[config.mk]
export PLATFORM = sky130hd
export DESIGN_NAME = param_fetch_arbiter
export DESIGN_NICKNAME = d
export VERILOG_FILES = /design/src/rtl/param_fetch_arbiter.sv
export SDC_FILE = /design/constraint.sdc
export NUM_CORES = 1
export LEC_CHECK = 0
export CORE_MARGIN = 5
export CORE_UTILIZATION = 46
export CTS_CLUSTER_SIZE = 12
export DETAILED_ROUTE_END_ITERATION = 8
export PLACE_DENSITY = 0.83
export SYNTH_ARGS = -nofsm -noshare
export SYNTH_HDL_FRONTEND = slang
export SYNTH_SLANG_ARGS = --single-unit
[constraint.sdc]
create_clock -name clk -period 3.6 [get_ports clk]
set_clock_uncertainty 0.2 [all_clocks]
set_input_delay 0.72 -clock clk [delete_from_list [all_inputs] [get_ports clk]]
set_output_delay 0.72 -clock clk [all_outputs]
set_load 0.02 [all_outputs]
[src/rtl/param_fetch_arbiter.sv]
`default_nettype none
// +----------------------------------------------------------------------------+
// | Module   : param_fetch_arbiter                                             |
// | Brief    : Round-robin burst arbiter sharing one fixed-latency parameter    |
// |            memory read port; optional stall counter via                     |
// |            PARAM_FETCH_ARB_STATS_EN.                                        |
// | Revision : 1.0                                                             |
// +----------------------------------------------------------------------------+
module param_fetch_arbiter #(
    parameter  int NUM_REQ     = 6,
    parameter  int ADDR_WIDTH  = 16,
    parameter  int DATA_WIDTH  = 8,
    parameter  int MAX_BURST   = 100,
    parameter  int MEM_LATENCY = 2,
    localparam int LEN_W       = $clog2(MAX_BURST + 1),
    localparam int ID_W        = (NUM_REQ > 1) ? $clog2(NUM_REQ) : 1
) (
    input  logic                  clk,
    input  logic                  rst,
    input  logic [NUM_REQ-1:0]    req_valid,
    input  logic [ADDR_WIDTH-1:0] req_addr [NUM_REQ],
    input  logic [LEN_W-1:0]      req_len  [NUM_REQ],
    output logic [NUM_REQ-1:0]    req_ready,
    output logic                  mem_rd_en,
    output logic [ADDR_WIDTH-1:0] mem_rd_addr,
    input  logic [DATA_WIDTH-1:0] mem_rd_data,
    output logic [DATA_WIDTH-1:0] out_data,
    output logic [NUM_REQ-1:0]    out_valid,
    input  logic [NUM_REQ-1:0]    out_ready,
    output logic                  busy,
    output logic [ID_W-1:0]       grant_id
`ifdef PARAM_FETCH_ARB_STATS_EN
    ,
    output logic [31:0]           stall_cycles
`endif
);

    localparam int FIFO_DEPTH = MEM_LATENCY + 2;
    localparam int PTR_W      = $clog2(FIFO_DEPTH);
    localparam int CNT_W      = $clog2(FIFO_DEPTH + 1);

    typedef enum logic [1:0] {
        S_IDLE  = 2'd0,
        S_ISSUE = 2'd1,
        S_DRAIN = 2'd2
    } state_t;

    state_t                r_state, w_state_nxt;
    logic [ID_W-1:0]       r_rr_ptr, r_grant_id, w_winner, w_win_hi, w_win_lo;
    logic                  w_found_hi;
    logic [ADDR_WIDTH-1:0] r_base;
    logic [LEN_W-1:0]      r_len, r_issued, w_len_clamped;
    logic [MEM_LATENCY-1:0] r_vpipe;
    logic [CNT_W-1:0]      r_inflight, r_count;
    logic [PTR_W-1:0]      r_wr_ptr, r_rd_ptr;
    logic [DATA_WIDTH-1:0] r_fifo [FIFO_DEPTH];
    logic                  w_accept, w_rd_en, w_push, w_pop, w_drain_done;

    function automatic logic [ID_W-1:0] f_next_id(input logic [ID_W-1:0] v);
        return (v == ID_W'(NUM_REQ - 1)) ? '0 : v + ID_W'(1);
    endfunction

    function automatic logic [PTR_W-1:0] f_next_ptr(input logic [PTR_W-1:0] v);
        return (v == PTR_W'(FIFO_DEPTH - 1)) ? '0 : v + PTR_W'(1);
    endfunction

    // Downward scan: the last hit is the lowest index, both at/after rr_ptr and overall.
    always_comb begin
        w_found_hi = 1'b0;
        w_win_hi   = '0;
        w_win_lo   = '0;
        for (int i = NUM_REQ - 1; i >= 0; i--) begin
            if (req_valid[i]) begin
                w_win_lo = ID_W'(i);
                if (ID_W'(i) >= r_rr_ptr) begin
                    w_found_hi = 1'b1;
                    w_win_hi   = ID_W'(i);
                end
            end
        end
        w_winner = w_found_hi ? w_win_hi : w_win_lo;
    end

    assign w_accept      = (r_state == S_IDLE) && (|req_valid);
    assign w_len_clamped = (req_len[w_winner] > LEN_W'(MAX_BURST)) ? LEN_W'(MAX_BURST)
                                                                   : req_len[w_winner];
    // Credits cover every word that is either in flight or parked in the FIFO.
    assign w_rd_en       = (r_state == S_ISSUE) &&
                           ((int'(r_inflight) + int'(r_count)) < FIFO_DEPTH);
    assign w_push        = r_vpipe[MEM_LATENCY-1];
    assign w_pop         = (r_count != '0) && out_ready[r_grant_id];
    assign w_drain_done  = (r_state == S_DRAIN) && (r_inflight == '0) && (r_count == '0);

    always_comb begin
        w_state_nxt = r_state;
        case (r_state)
            S_IDLE:  if (w_accept) w_state_nxt = (w_len_clamped == '0) ? S_IDLE : S_ISSUE;
            S_ISSUE: if (w_rd_en && (r_issued + LEN_W'(1) == r_len)) w_state_nxt = S_DRAIN;
            S_DRAIN: if (w_drain_done) w_state_nxt = S_IDLE;
            default: w_state_nxt = S_IDLE;
        endcase
    end

    always_ff @(posedge clk or negedge rst) begin
        if (!rst) begin
            r_state    <= S_IDLE;
            r_rr_ptr   <= '0;
            r_grant_id <= '0;
            r_base     <= '0;
            r_len      <= '0;
            r_issued   <= '0;
        end else begin
            r_state <= w_state_nxt;
            if (w_accept) begin
                r_grant_id <= w_winner;
                r_base     <= req_addr[w_winner];
                r_len      <= w_len_clamped;
                r_issued   <= '0;
                if (w_len_clamped == '0) r_rr_ptr <= f_next_id(w_winner);
            end
            if (w_rd_en)      r_issued <= r_issued + LEN_W'(1);
            if (w_drain_done) r_rr_ptr <= f_next_id(r_grant_id);
        end
    end

    always_ff @(posedge clk or negedge rst) begin
        if (!rst) begin
            r_vpipe    <= '0;
            r_inflight <= '0;
            r_count    <= '0;
            r_wr_ptr   <= '0;
            r_rd_ptr   <= '0;
        end else begin
            r_vpipe    <= MEM_LATENCY'({r_vpipe, w_rd_en});
            r_inflight <= r_inflight + CNT_W'(w_rd_en) - CNT_W'(w_push);
            r_count    <= r_count + CNT_W'(w_push) - CNT_W'(w_pop);
            if (w_push) r_wr_ptr <= f_next_ptr(r_wr_ptr);
            if (w_pop)  r_rd_ptr <= f_next_ptr(r_rd_ptr);
        end
    end

    always_ff @(posedge clk) begin
        if (w_push) r_fifo[r_wr_ptr] <= mem_rd_data;
    end

    // req_ready is combinational from req_valid, so it is masked while reset is held.
    assign req_ready   = (w_accept && rst) ? (NUM_REQ'(1) << w_winner) : '0;
    assign mem_rd_en   = w_rd_en;
    assign mem_rd_addr = w_rd_en ? (r_base + ADDR_WIDTH'(r_issued)) : '0;
    assign out_data    = (r_count != '0) ? r_fifo[r_rd_ptr] : '0;
    assign out_valid   = (r_count != '0) ? (NUM_REQ'(1) << r_grant_id) : '0;
    assign busy        = (r_state != S_IDLE);
    assign grant_id    = r_grant_id;

`ifdef PARAM_FETCH_ARB_STATS_EN
    logic [31:0] r_stall_cycles;

    always_ff @(posedge clk or negedge rst) begin
        if (!rst) begin
            r_stall_cycles <= '0;
        end else if ((r_count != '0) && !out_ready[r_grant_id] && (r_stall_cycles != '1)) begin
            r_stall_cycles <= r_stall_cycles + 32'd1;
        end
    end

    assign stall_cycles = r_stall_cycles;
`endif

endmodule
`default_nettype wire

==> flow_metrics.tcl, run 1 <==
set metrics [dict create \
    numPortBuffers 200 \
    worstSetupEndpointType "output port" \
    drt_iter0_drc 425 \
    drc_errors 0 \
    numCtsBuffers 9 \
    clock_path_buffers 2 \
    syn-num-nets 772 \
    synth-edff-count 32 \
    gp_routability_congestion 0.960 \
    vias 5678 \
    outcome "complete, but fails checks" \
    synth_area_um2 5620 \
    clock_sinks 82 \
    fmax_mhz 276 \
    min_period_over_period_pct 101 \
    cts_root_buf "clkbuf_16" \
    placed_area_um2 8120 \
    start_util_pct 46.8 \
    layout.nets 1019 \
    drive_gt1_share_pct 18.2 \
    firstDrtPassIters 5 \
    final.min_clock_period_ns 3.62 \
    reg2regPathDepth 11 \
    clock_latency_ns 0.34 \
    rsz0062_at_grt "yes" \
    viasPerCell 5.75 \
    worst_slack_ns -0.0181 \
    cts_hold_buf 0 \
    grtUsageTotal_pct 25.1 \
    hp-class "reg2reg" \
    setup_viol 1 \
    r2r_slack_ns 0.18 \
    crit_fanout 4 \
    holdPathEnd "r_vpipe[1]" \
    p_leak_nw 3.84 \
    crit_type "reg2out" \
    syn_avg_cell_area_um2 9.56 \
    reg2reg_from "r_rr_ptr[2]" \
    hold_viol 0 \
    violations "setup timing" \
    fp-row-count 40 \
    p_per_area_nw_per_um2 697 \
    areaGrowthSynthToFinish_pct 53.9 \
    place_hpwl_mm 14.1 \
    chipWidth_um 121 \
    design.core.area_um2 12000 \
    synthesis.instances 588 \
    num_antenna_cells 0 \
    grt_max_degree 51 \
    grt_pass1_vias 5924 \
    synth-seq-cells 82 \
    h-tree-depth 3 \
    hp-start "r_vpipe[0]" \
    hold_depth 0 \
    worstSetupStartpointType "flip-flop" \
    wirelength_mm 18.6 \
    synth.distinct_cells 63 \
    cts_tree "done" \
    ys.flop_type "dfrtp_1" \
    yosysSeqAreaShare_pct 39.4 \
    antenna_found_initial 0 \
    maxCapViolCount 0 \
    power_mw 6.03 \
    wl_per_cell_um 18.9 \
    path_clk_slew_ns 0.06 \
    design_area_um2 8650 \
    critical_path_arrival_ns 2.70 \
    finalMaxSlewViolations 0 \
    ant_nets 0 \
    worstReg2RegEnd "r_rr_ptr[0]" \
    worstMarginPinSlew_ns 0.636 \
    die_h_um 121 \
    overflow 0 \
    dieArea_um2 14500 \
    pin_count 201 \
    async_flop_share_pct 61.0 \
    ir_drop_uv 389 \
    worstPathRequired_ns 2.68 \
    grt_pass1_wl_mm 29.1 \
    synth_warnings 0 \
    slew-limit-headroom_pct 57.6 \
]
[per-stage QoR]
step                      utilization (%)  std cells  worst slack [ns]  hold slack (ns)  TNS (ns)
after global routing                 72.0        987            -0.116            0.171    -0.437
after CTS                            71.1        982           -0.0241            0.151   -0.0398
after floorplan                         -        588             0.193            0.131         0
final                                72.0        987           -0.0181            0.151   -0.0181
after global placement               67.6        961            -0.393            0.135     -3.66
after detailed placement             67.6        961            -0.522            0.137     -5.54
[cell usage after synthesis, drive strengths merged, types with 5 or more instances]
master,number,area share [%]
nor3,10,0.89
nand3,13,1.2
a22oi,17,2.3
xor2,9,1.4
xnor2,16,2.5
nand2,88,5.9
mux2i,56,10
a21oi,17,1.5
inv,23,1.5
edfxtp,32,17
a21o,5,0.67
o21ai,49,4.4
ha,21,4.7
o21bai,5,0.67
clkbuf,27,1.8
mux4,9,3.6
dfrtp,50,22
nor2,33,2.2
a32oi,14,2.2
o31ai,5,0.67
buf,7,0.98
nor2b,12,1.3
and2,8,0.89
and3,6,0.67
[critical path, stage by stage, from the launching register on]
cell and delay (ns):
dfrtp_1 0.38, ha_2 0.21, fa_2 0.34, a21o_1 0.18
a21oi_2 0.14, o21bai_1 0.11, a21oi_2 0.18, nor2b_1 0.07
o21a_2 0.24, nand3_2 0.11, xor2_2 0.18, nor2_1 0.06
buf_2 0.16
[report_power, final]
part | total, mW | switching [mW] | internal [mW] | leakage, nW
Sequential | 1.59 | 0.320 | 1.27 | 0.902
Combinational | 3.46 | 1.78 | 1.68 | 2.77
Clock | 0.973 | 0.413 | 0.560 | 0.158
Total | 6.03 | 2.52 | 3.51 | 3.84
[how the worst max path moves through the flow]
stage | start | to | depth (start not counted)
after detailed placement | req_valid[5] | r_rr_ptr[0] | 12
after global placement | req_valid[5] | r_rr_ptr[0] | 12
final | r_issued[0] | mem_rd_addr[12] | 12
after global routing | r_issued[0] | mem_rd_addr[12] | 12
after floorplan | req_valid[0] | req_ready[4] | 7
after CTS | r_issued[0] | mem_rd_addr[14] | 12
[placed cells by master, fill, tap and decap left out, types with 5 or more instances in the layout]
cell	Yosys	final
o21ai_0	46	45
clkdlybuf4s50_1	0	174
a21oi_2	0	6
xnor2_1	16	16
dlygate4sd2_1	0	5
xor2_1	9	6
and2_1	8	8
a22oi_1	17	17
mux4_2	9	9
ha_1	21	20
edfxtp_1	32	32
nor2b_1	12	11
a32oi_1	14	14
nor2_1	33	33
nand3_2	0	5
nand2_1	88	88
clkbuf_16	0	9
o31ai_1	5	5
nor3_1	10	9
buf_4	1	70
inv_1	22	22
a21o_1	5	5
dfrtp_1	50	50
buf_2	2	6
a21oi_1	17	11
nand3_1	13	8
and3_1	6	5
mux2i_1	55	54
[flip-flops by register name (all words and copies together) (netlist names)]
register	count
grant_id	3
r_base	16
r_count	3
r_fifo	32
r_inflight	3
r_issued	7
r_len	7
r_rd_ptr	2
r_rr_ptr	3
r_state	2
r_vpipe	2
r_wr_ptr	2
[area by class of cell]
type                       count  area [um2]
sequential                    82        2210
clock buffer                   9         225
clock inverter                 7        92.6
inverter                      24        90.1
multi-input combinational    448        3350
timing repair buffer         270        2500
tap                          147         184
fill                         853        3360
[layer usage]
layer / GRT usage, % / wire length [um]
met4: 9.77 / 543
met1: 29.2 / 7280
met5: 0 / 0
met2: 45.1 / 9460
met3: 5.43 / 1330
[logic make-up (layout without fill, tap and decap cells)]
logic type	Yosys count	after routing	synth area share (%)
AND/OR/NAND/NOR	193	193	15.8
AO/OA/AOI/OAI	137	137	16.1
flip-flops	82	82	39.4
multiplexers	69	69	14.7
buffers and inverters	58	310	4.39
XOR/XNOR	25	25	3.90
adder cells (fa/ha/maj)	24	24	5.74
[timing repair]
item / CTS / global route
pin swaps: 10 / 7
gates cloned: 0 / 0
resized for setup: 77 / 35
endpoints found under the setup margin: 21 / 23
buffers inserted: 5 / 5
Power figures use the tool's default switching activity.
==> run 2, diff against run 1 <==
- CORE_MARGIN: 5 -> unset
- clock period: 3.6 -> 3.5 ns (I/O delays scaled with it)
==> run 2 against run 1 <==
Compared with the run above: the run still ends with setup timing left; register-to-register slack improved by 0.03 ns; largest cell class unchanged; non-clock buffer count rose by 1; first-iteration DRC count rose by 2.1%; utilization fell by 0.20 points.
==> flow_metrics.tcl, run 2 (synthesized netlist as in run 1, its figures left out) <==
set metrics [dict create \
    outcome "complete, but fails checks" \
    violations "setup timing" \
    drc_errors 0 \
    path_cells "ha_2 -> fa_2 -> a21o_1 -> a21oi_2 -> o21bai_1 -> a21oi_2 -> nor2b_2 -> o21a_2 -> nand3_2 -> xor2_2 -> nor2_1 -> buf_4" \
    worst_path_most_repeated_cell "a21oi_2" \
    num_antenna_cells 0 \
    start_util_pct 47.0 \
    power_mw 6.09 \
    cts_root_buf "clkbuf_16" \
    hold_viol 0 \
    design.core.area_um2 12000 \
    viasPerCell 5.69 \
    p_per_area_nw_per_um2 710 \
    setup_viol 4 \
    worstReg2RegEnd "r_rr_ptr[0]" \
    worstSetupStartpointType "flip-flop" \
    worstMarginPinSlew_ns 0.595 \
    slew-limit-headroom_pct 60.3 \
    reg2reg_from "r_rr_ptr[2]" \
    dieArea_um2 12700 \
    chipWidth_um 113 \
    final_common_cell "clkdlybuf4s50_1" \
    p_leak_nw 3.80 \
    grt_max_degree 45 \
    reg2regPathDepth 11 \
    largest_reg_flops 32 \
    drive_gt1_share_pct 17.7 \
    die_h_um 113 \
    clock_sinks 82 \
    fmax_mhz 278 \
    maxCapViolCount 0 \
    fp-row-count 40 \
    gp_routability_congestion 0.875 \
    areaGrowthSynthToFinish_pct 52.8 \
    grt_pass1_wl_mm 27.2 \
    crit_family "compound AO/OA/AOI/OAI gates" \
    multi_input_area_um2 3310 \
    crit_buf_inv 1 \
    clock_latency_ns 0.33 \
    clock_path_buffers 2 \
    min_period_over_period_pct 103 \
    regMostFlops "r_fifo" \
    fillers 848 \
    numPortBuffers 200 \
    place_hpwl_mm 13.1 \
    wirelength_mm 17.3 \
    fin_cells 988 \
    cts_tree "done" \
    dp.cells 961 \
    r2r_slack_ns 0.21 \
    worstSetupEndpointType "output port" \
    top_regs "r_fifo: 32 flops, r_base: 16 flops" \
    critPathSlowestCell "dfrtp_1" \
    holdWs_ns 0.0244 \
    grt_pass1_vias 5736 \
    numCtsBuffers 9 \
    vias 5623 \
    place_ws_ns -0.606 \
    rsz0062_at_grt "yes" \
    overflow 0 \
    ant_nets 0 \
    layout_common_cells "clkdlybuf4s50_1 (175), nand2_1 (88), buf_4 (75), mux2i_1 (55), dfrtp_1 (50)" \
    final.min_clock_period_ns 3.59 \
    crit_cells 12 \
    h-tree-depth 3 \
    critical_path_arrival_ns 2.69 \
    crit_fanout 4 \
    hp-class "in2async" \
    antenna_found_initial 0 \
    drt_iter0_drc 434 \
    path_clk_slew_ns 0.07 \
    crit_type "reg2out" \
    worst_slack_ns -0.0932 \
    pin_count 201 \
    wl_per_cell_um 17.5 \
    grtUsageTotal_pct 27.2 \
    layout.nets 1020 \
    firstDrtPassIters 6 \
    ir_drop_uv 323 \
    finalMaxSlewViolations 0 \
    regArea_um2 2210 \
    worstPathRequired_ns 2.60 \
    critical-path-max-stage-delay_ns 0.39 \
]
## run 2: how the worst max path moves through the flow
stage | start | endpoint | slack [ns]
after floorplan | req_valid[0] | r_rr_ptr[2] | 0.12
after global placement | req_valid[5] | req_ready[3] | -0.48
after detailed placement | req_valid[0] | r_rr_ptr[2] | -0.61
after CTS | r_base[0] | mem_rd_addr[12] | -0.12
after global routing | r_issued[0] | mem_rd_addr[12] | -0.21
final | r_issued[0] | mem_rd_addr[12] | -0.09
## run 2: per-stage QoR
stage | TNS, ns | area [um2] | utilization, %
after floorplan | 0 | 5620 | -
after global placement | -5.11 | 8120 | 67.9
after detailed placement | -6.64 | 8120 | 67.9
after CTS | -0.257 | 8510 | 71.2
after global routing | -1.14 | 8590 | 71.8
final | -0.273 | 8590 | 71.8
## run 2: cell type report
cell class | instances | share of cell area [%]
multi-input cells | 448 | 38.5
repair buffers | 271 | 29.2
well taps | 147 | 2.14
inverters | 24 | 1.05
clock inverters | 7 | 0.699
clock buffers | 9 | 2.62
flip-flops and latches | 82 | 25.8
## run 2: worst register-to-register path: stages, from the launching register on
cell and delay (ns):
dfrtp_1 0.52, nand3b_1 0.23, a2111oi_4 0.33, buf_4 0.17, o21ai_4 0.07, buf_4 0.17
mux2i_1 0.16, mux2_1 0.17, mux2i_1 0.09, or4b_4 0.61, o41a_1 0.34, a22oi_1 0.15
## run 2: per-layer routing
layer / share of wire, % / wire length, um / track usage, % / up-vias
met2: 51 / 8760 / 48.0 / 259
met5: 0 / 0 / 0 / -
met4: 3.3 / 568 / 13.7 / 0
met1: 40 / 6860 / 32.4 / 2690
met3: 6.3 / 1090 / 4.10 / 46
li1: - / - / - / 2628
## run 2: timing repair
action	4_1_cts	5_1_grt
buffers inserted	10	1
hold buffers	0	0
resized for setup	78	31
pin swaps	12	15
setup endpoints to repair	23	21
## run 2: report_power, final
part / leakage (nW) / switching [mW] / total (mW) / internal, mW
logic: 2.76 / 1.82 / 3.56 / 1.74
registers: 0.902 / 0.334 / 1.65 / 1.31
clock network: 0.143 / 0.397 / 0.891 / 0.494
total: 3.80 / 2.55 / 6.09 / 3.54
